## config.mk

```make
export PLATFORM = sky130hd
export DESIGN_NAME = tm1638_led_tx
export DESIGN_NICKNAME = d
export VERILOG_FILES = /design/src/rtl/tm1638_led_tx.sv
export SDC_FILE = /design/constraint.sdc
export NUM_CORES = 1
export LEC_CHECK = 0
export ABC_AREA = 1
export CAP_MARGIN = 10
export CELL_PAD_IN_SITES_DETAIL_PLACEMENT = 1
export CELL_PAD_IN_SITES_GLOBAL_PLACEMENT = 2
export CORE_ASPECT_RATIO = 0.6
export CORE_MARGIN = 2
export CORE_UTILIZATION = 35
export CTS_CLUSTER_DIAMETER = 100
export CTS_CLUSTER_SIZE = 30
export DETAILED_ROUTE_END_ITERATION = 16
export PLACE_DENSITY = 0.87
export SYNTH_ARGS = -nofsm -noshare
export SYNTH_HDL_FRONTEND = slang
export SYNTH_SLANG_ARGS = --single-unit
```

## constraint.sdc

```tcl
create_clock -name clk -period 2.2 [get_ports clk]
set_input_delay 0.33 -clock clk [delete_from_list [all_inputs] [get_ports clk]]
set_output_delay 0.33 -clock clk [all_outputs]
set_load 0.01 [all_outputs]
```

## src/rtl/tm1638_led_tx.sv

```systemverilog
// -----------------------------------------------------------------------------
// tm1638_led_tx
// Serialises an 8-bit LED pattern onto the TM1638 three-wire bus (STB/CLK/DIO)
// so that bit i of the pattern lights discrete LED i on the TM1638 board.
// A complete transfer is sent after reset and whenever the pattern changes.
// The bus is write-only; no key scan is performed.
//
// Transfer layout (one STB-low window per frame, bytes LSB first):
//   F0      : 0x44                       (write data, fixed address)
//   LED i   : 0xC1+2i, {7'b0, snap[i]}   (i = 0..7)
//   last    : 0x88 | BRIGHTNESS          (display on, brightness)
// Optional build macro TM_BLANK_DIGITS_EN inserts eight frames
// (0xC0+2j, 0x00) between F0 and the LED frames to clear the digit RAM.
//
// Parameters:
//   CLK_DIV    - system clocks per tick (one serial half-period), >= 2
//   BRIGHTNESS - 3-bit brightness for the display-control command
//
// Ports:
//   clk    in   system clock
//   rs     in   synchronous active-high reset
//   led    in   [7:0] LED pattern
//   tm_stb out  TM1638 strobe, active-low
//   tm_clk out  TM1638 serial clock, idles high
//   tm_dio out  TM1638 data, valid on rising tm_clk
//   busy   out  high while a transfer is in progress
// -----------------------------------------------------------------------------
module tm1638_led_tx #(
    parameter int         CLK_DIV    = 50,
    parameter logic [2:0] BRIGHTNESS = 3'd7
) (
    input  logic       clk,
    input  logic       rs,
    input  logic [7:0] led,
    output logic       tm_stb,
    output logic       tm_clk,
    output logic       tm_dio,
    output logic       busy
);

    localparam int DIV_W = (CLK_DIV > 2) ? $clog2(CLK_DIV) : 1;

`ifdef TM_BLANK_DIGITS_EN
    localparam logic [4:0] LED_BASE   = 5'd9;
    localparam logic [4:0] LAST_FRAME = 5'd17;
`else
    localparam logic [4:0] LED_BASE   = 5'd1;
    localparam logic [4:0] LAST_FRAME = 5'd9;
`endif

    typedef enum logic [2:0] {
        IDLE,
        START,
        STB_SETUP,
        BIT_LOW,
        BIT_HIGH,
        STB_HOLD,
        GAP
    } state_t;

    state_t             state;
    logic [DIV_W-1:0]   div;
    logic               tick;
    logic               init_pending;
    logic [7:0]         snap;
    logic [7:0]         last_sent;
    logic [4:0]         frame;
    logic               byte_idx;
    logic [2:0]         bit_idx;
    logic               two_byte;
    logic [7:0]         cur_byte;
    logic [7:0]         second_byte;

    // Byte b of frame f, built from the captured snapshot s.
    function automatic logic [7:0] frame_byte(input logic [4:0] f,
                                              input logic       b,
                                              input logic [7:0] s);
        logic [2:0] idx;
        frame_byte = 8'h00;
        idx        = 3'd0;
        if (f == 5'd0) begin
            frame_byte = 8'h44;
        end else if (f == LAST_FRAME) begin
            frame_byte = 8'h88 | {5'b0, BRIGHTNESS};
`ifdef TM_BLANK_DIGITS_EN
        end else if (f < LED_BASE) begin
            idx        = 3'(f - 5'd1);
            frame_byte = b ? 8'h00 : (8'hC0 + {4'b0, idx, 1'b0});
`endif
        end else begin
            idx        = 3'(f - LED_BASE);
            frame_byte = b ? {7'b0, s[idx]} : (8'hC1 + {4'b0, idx, 1'b0});
        end
    endfunction

    assign tick        = (div == DIV_W'(CLK_DIV - 1));
    assign two_byte    = (frame != 5'd0) && (frame != LAST_FRAME);
    assign cur_byte    = frame_byte(frame, byte_idx, snap);
    // Lookahead for the first bit of the second byte, driven as the first
    // byte finishes so the frame needs no STB release between bytes.
    assign second_byte = frame_byte(frame, 1'b1, snap);

    always_ff @(posedge clk) begin
        if (rs) begin
            state        <= IDLE;
            tm_stb       <= 1'b1;
            tm_clk       <= 1'b1;
            tm_dio       <= 1'b1;
            busy         <= 1'b0;
            div          <= '0;
            init_pending <= 1'b1;
            frame        <= 5'd0;
            byte_idx     <= 1'b0;
            bit_idx      <= 3'd0;
        end else begin
            // Divider restarts from zero at the start of every transfer so
            // each state lasts exactly CLK_DIV cycles.
            if (state == IDLE || state == START || tick)
                div <= '0;
            else
                div <= div + 1'b1;

            case (state)
                IDLE: begin
                    if (init_pending || (led != last_sent)) begin
                        state <= START;
                        busy  <= 1'b1;
                    end
                end
                START: begin
                    snap     <= led;
                    frame    <= 5'd0;
                    byte_idx <= 1'b0;
                    bit_idx  <= 3'd0;
                    tm_stb   <= 1'b0;
                    state    <= STB_SETUP;
                end
                STB_SETUP: begin
                    if (tick) begin
                        tm_clk <= 1'b0;
                        tm_dio <= cur_byte[0];
                        state  <= BIT_LOW;
                    end
                end
                BIT_LOW: begin
                    if (tick) begin
                        tm_clk <= 1'b1;
                        state  <= BIT_HIGH;
                    end
                end
                BIT_HIGH: begin
                    if (tick) begin
                        if (bit_idx != 3'd7) begin
                            bit_idx <= bit_idx + 3'd1;
                            tm_clk  <= 1'b0;
                            tm_dio  <= cur_byte[bit_idx + 3'd1];
                            state   <= BIT_LOW;
                        end else if (two_byte && !byte_idx) begin
                            byte_idx <= 1'b1;
                            bit_idx  <= 3'd0;
                            tm_clk   <= 1'b0;
                            tm_dio   <= second_byte[0];
                            state    <= BIT_LOW;
                        end else begin
                            tm_stb <= 1'b1;
                            state  <= STB_HOLD;
                        end
                    end
                end
                STB_HOLD: begin
                    if (tick)
                        state <= GAP;
                end
                GAP: begin
                    if (tick) begin
                        if (frame == LAST_FRAME) begin
                            state        <= IDLE;
                            busy         <= 1'b0;
                            tm_dio       <= 1'b1;
                            last_sent    <= snap;
                            init_pending <= 1'b0;
                        end else begin
                            frame    <= frame + 5'd1;
                            byte_idx <= 1'b0;
                            bit_idx  <= 3'd0;
                            tm_stb   <= 1'b0;
                            state    <= STB_SETUP;
                        end
                    end
                end
                default: state <= IDLE;
            endcase
        end
    end

endmodule

```

==> metrics.txt, run 1 <==
clk buf depth 2; Switching Share 41.4%; clock skew 0.00784 ns; fmax 534 MHz; clock slew at reported path FFs about 0.080 ns; H-tree depth 2; first-pass GRT wire length between 8000 and 9000 um; vias per cell around 4.7; Post-route DRC 0; Filler Cell Count 728; synth top area cells edfxtp_1 (23%), dfxtp_1 (22%), nand2_1 (8.7%); post-synthesis sequential area ratio approximately 44%; Synth Area per Inst slightly above 8 um^2; Ys Warns 0; clock sinks 39; gpl congestion between 0.7 and 0.8; core area roughly 5700 um^2; worst-path fanout max 7; DRT antenna net count 0; Critical Path Slowest Stage Cell ha_1; Die H 64.3 um; post-CTS setup buffer count 0; critical path class register to register; CTS resizes 0; critical path's largest stage delay 0.40 ns; Hold Path Class register to register; Root Driver clkbuf_8; Ant. Diodes 0; DP Wirelength 3990 um; Rows 21; largest net degree at the start of global routing 14; layout net count 302; pwr/cell area roughly 1100 nW/um^2; FF+latch count, synth 39; die width 104 um; initial antenna violation count 0; final hold vios 0; vias in the first global route 1,748; asr flop ratio synth 0%; I/O pin cnt 14; slew margin rel. 70.7%; syn nets roughly 280; area grow syn2layout 17.9%; area of the multi-input gates a little over 1000 um^2; CP Launch Type register; clock period minus final worst setup slack 1.87 ns; post-synth cell types 40; most frequent cells in the layout nand2_1 (49), nor2_1 (30), inv_1 (29); RSZ-0062 raised after global routing no; hold buffers post-CTS 0; leakage power 1.04 nW; router iterations before antenna repair 4; WL/cell 13.8 um; area fraction of the dominant cell type after synthesis a little under a quarter; register area 941 um^2; Final Max Tran Viols 0; Clock Power Share 20.1%; Placed Area 2390 um^2; Clk Latency, worst-skew pair about 0.3 ns; Gate power share a little under half; post-synthesis cell area approximately 2100 um^2; Largest delay share family, worst path simple AND/OR/NAND/NOR gates; port bufs 13; drt first-iter violations 49; Synth Instances 259; number of flops mapped to enable cells by yosys 16; internal power 0.00164 W; GRT Util Overall 17.0%; initial core utilization 37.2%; most common flop cell mapped by yosys dfxtp_1; Max VDD drop 0.492 mV; max-cap viol count 0; run status complete, no violations; Crit path required time 2.39 ns; final setup TNS 0 ns; largest area contributor in the netlist edfxtp_1; full die area between 6000 and 7000 um^2; Worst Path Arrival 2.06 ns; Hold Slack 0.455 ns; layout cells sized above 1 16.8%; switching pwr 0.00116 W; Vias 1,712; most common cell after layout, fill and taps aside nand2_1; crit end category register; register share of total power 33.9%; critical-path cell list inv_2, ha_1, nand3b_1, nand3_1, nand3_1, nand2_1, nand2_1, nand2_1, nand2_1, nand2_1, nand2_1, nand2_1, nand2_1, nand2_1; CP most frequent cell nand2_1; cell area after layout approximately 2500 um^2; Slew @ Worst Pin 0.436 ns; Post-Route WL roughly 5000 um; CTS tree done; final setup vio count 0; Num CTS Buffers 5; fin crit share 85.2%; remaining global-route overflow 0; Buf/Inv on CP 1
-- per-stage QoR --
stage | utilization [%] | setup slack, ns | cells | power (W)
global route | 43.8 | 0.121 | 365 | 0.00303
floorplan | - | 0.344 | 259 | 0.00187
CTS | 43.8 | 0.323 | 365 | 0.00282
finish | 43.8 | 0.326 | 365 | 0.00280
global placement | 42.0 | 0.247 | 357 | 0.00222
detailed placement | 42.0 | 0.200 | 357 | 0.00225
-- cell usage after synthesis (2+ instances only) --
library cell / instances
nand2_1: 49
nor2_1: 30
inv_1: 29
dfxtp_1: 23
nand3_1: 23
a21oi_1: 18
edfxtp_1: 16
inv_2: 10
ha_1: 8
nor2_2: 5
nand2_4: 4
xor2_1: 4
nand2_2: 3
o21ai_1: 3
or2_2: 3
xnor2_1: 3
a211oi_1: 2
nor2_4: 2
o211ai_1: 2
o21ai_0: 2
-- power groups by stage --
stage	clock, W	combinational [W]	sequential [W]
finish	0.000565	0.00129	0.000951
global route	0.000617	0.00145	0.000970
CTS	0.000579	0.00129	0.000953
detailed placement	0	0.00128	0.000969
global placement	0	0.00125	0.000965
floorplan	0	0.000908	0.000958
-- cell type report --
type                            count  share of cell area (%)
Tap cell                           80                    4.01
Clock inverter                      1                   0.301
Timing Repair Buffer               20                    7.31
Inverter                           39                    5.86
Sequential cell                    39                    37.7
Multi-Input combinational cell    179                    40.9
Clock buffer                        7                    3.91
-- worst reg2reg max path, stage by stage, from the launching register on --
cell and delay (ns):
dfxtp_1 0.39, inv_2 0.10, ha_1 0.40, nand3b_1 0.15, nand3_1 0.07, nand3_1 0.14
nand2_1 0.09, nand2_1 0.08, nand2_1 0.05, nand2_1 0.05, nand2_1 0.05, nand2_1 0.05
nand2_1 0.05, nand2_1 0.06, nand2_1 0.04
-- kinds of logic after synthesis --
| group | count (synthesis) | share of synthesized area (%) |
|---|---|---|
| xor+xnor | 7 | 2.89 |
| fa+ha+maj | 8 | 4.73 |
| flops | 39 | 44.4 |
| simple gates | 130 | 30.8 |
| compound gates | 34 | 9.81 |
| buf+inv | 41 | 7.32 |
-- metal layers --
metal | track usage [%] | wire length, um | up-vias
met5 | 0 | 0 | -
met4 | 5.57 | 73 | 0
met3 | 4.29 | 114 | 7
met2 | 23.8 | 1990 | 12
met1 | 25.2 | 2850 | 798
li1 | - | - | 895
-- flip-flops by register name (all words and copies together) (netlist names) --
| register | count |
|---|---|
| last_sent | 8 |
| snap | 8 |
| div | 6 |
| frame | 5 |
| bit_idx | 3 |
| state | 3 |
| busy | 1 |
| byte_idx | 1 |
| init_pending | 1 |
| tm_clk | 1 |
| tm_dio | 1 |
| tm_stb | 1 |
-- path summary, 6_finish.rpt --
path	to	cells past startpoint	start	slack [ns]
max	tm_dio	14	frame[0]	0.33
min	last_sent[1]	0	snap[1]	0.45
max reg2reg	tm_dio	14	frame[0]	0.33
min reg2reg	last_sent[1]	0	snap[1]	0.45
Note: power is estimated with default switching activity, not from simulation.
==> run 2, diff against run 1 <==
REMOVE_ABC_BUFFERS = 1   (was not set)
clock period = 1.8 ns   (was 2.2 ns; I/O delays follow)
==> run 2 against run 1 <==
  * Sequential power increased by 26%
  * Critical endpoint is now last_sent[4]
  * Highest routed layer unchanged
  * Power increased by 32%
  * Sequential share of layout area decreased by 1.9 points
  * Critical path depth decreased by 5
==> metrics.txt, run 2 (synthesis results as in run 1) <==
critical path's largest stage delay 0.35 ns; reg2reg path depth 9; CTS tree done; vias in the first global route 1,764; initial antenna violation count 0; gpl congestion 0.805; slew margin rel. roughly 80%; DRT antenna net count 0; Worst path depth 9; Vias 1,771; Clk Latency, worst-skew pair about 0.3 ns; router iterations before antenna repair 4; remaining global-route overflow 0; Root Driver clkbuf_8; layout net count 310; worst-path fanout max 4; Post-route DRC 0; layout cells sized above 1 a little under a quarter; clock slew at reported path FFs 0.08 ns; post-route insts no fill about 370; full die area 6710 um^2; reg-to-reg setup timing slack 0.11 ns; clock sinks 39; fin crit share 94.0%; CP startpoint frame[1]; Num CTS Buffers 5; Critical Path End last_sent[4]; Largest delay share family, worst path simple AND/OR/NAND/NOR gates; critical-path cell list inv_4, ha_4, nand2_1, nor2_4, nand2_4, nor2_1, inv_1, nor2_4, buf_4; area grow syn2layout 25.1%; DP Cell Count roughly 360; critical path class register to register; clk buf depth 2; clock period minus final worst setup slack 1.69 ns; Slew @ Worst Pin roughly 0.30 ns; max-cap viol count 0; top flop regs last_sent (8), snap (8), div (6); Core Util, Final a little under half; leakage power between 1 and 1.5 nW; Hold Path Class register to register; Max VDD drop 0.536 mV; fmax between 500 and 600 MHz; largest net degree at the start of global routing 14; R2R Path End last_sent[4]; die width 104 um; final setup TNS 0 ns; GRT Util Overall 17.0%; Rows 21; port bufs 13; Final Max Tran Viols 0; initial core utilization 37.2%; CP Launch Type register; final setup vio count 0; most frequent cells in the layout nand2_1 (49), inv_1 (28), nor2_1 (28); Die H 64.3 um; final worst slack 0.109 ns; Critical Path Slowest Stage Cell dfxtp_2; most common cell after layout, fill and taps aside nand2_1; run status complete, no violations; I/O pin cnt 14; WL/cell 14.3 um; Worst Path Arrival 1.71 ns; reg2reg start frame[1]; min-delay src div[0]; core area around 5700 um^2; vias per cell 4.75; first-pass GRT wire length 8830 um; Buf/Inv on CP 3; Crit path required time 1.82 ns; clock skew 0.00483 ns; cell area after layout roughly 2700 um^2; DP Wirelength ~4100 um; Ant. Diodes 0; CP most frequent cell nor2_4; Placed Area 2440 um^2; drt first-iter violations 68; crit end category register; final hold vios 0; pwr/cell area around 1400 nW/um^2; dpl ws -0.0856 ns; Post-Route WL between 5000 and 6000 um; H-tree depth 2
-- run 2: cell count changes in the layout (fill, tap and decap cells not counted), sizes merged --
| cell | before | now |
|---|---|---|
| clkbuf | 7 | 5 |
| clkinv | 0 | 1 |
| inv | 39 | 40 |
| bufinv | 0 | 1 |
| clkinvlp | 1 | 0 |
| buf | 7 | 15 |
-- run 2: final cells by class --
cell class	count	area [um^2]
fill	688	3050
multi-input combinational	179	1100
sequential	39	947
timing repair buffer	28	246
inverter	39	149
tap	80	100
clock buffer	5	68.8
clock inverter	3	42.5
-- run 2: worst min path at each step --
stage / slack [ns] / cells past startpoint / end
finish: 0.45 / 1 / div[0]
global route: 0.48 / 1 / div[0]
CTS: 0.46 / 0 / last_sent[0]
detailed placement: 0.45 / 0 / last_sent[2]
global placement: 0.43 / 0 / last_sent[2]
floorplan: 0.34 / 1 / bit_idx[1]
-- run 2: repair_timing --
item                                   in CTS  in global routing
pin swaps                                   0                  4
setup buffers                               0                  1
setup endpoints to repair                   8                 13
cloned                                      1                  0
endpoints found under the hold margin       0                  0
hold buffers                                0                  0
gates resized for setup                     5                 20
-- run 2: power by group --
part | leakage [nW] | total (W) | internal, W | switching, W
logic | 0.724 | 0.00174 | 0.000719 | 0.00102
registers | 0.334 | 0.00120 | 0.00107 | 0.000131
clock network | 0.0562 | 0.000755 | 0.000414 | 0.000342
total | 1.11 | 0.00370 | 0.00221 | 0.00149
-- run 2: through the flow --
stage / power (W) / hold WS [ns]
detailed placement: 0.00280 / 0.453
finish: 0.00370 / 0.446
CTS: 0.00356 / 0.464
global placement: 0.00277 / 0.434
floorplan: 0.00227 / 0.339
global route: 0.00398 / 0.481
-- run 2: per-layer routing --
layer	vias to the layer above	track usage, %	part of all wire (%)	wire length [um]
met5	-	0	0	0
met4	0	5.57	1.3	67
met3	7	3.78	2.9	153
met2	23	23.5	39	2080
met1	830	25.7	57	3020
li1	911	-	-	-
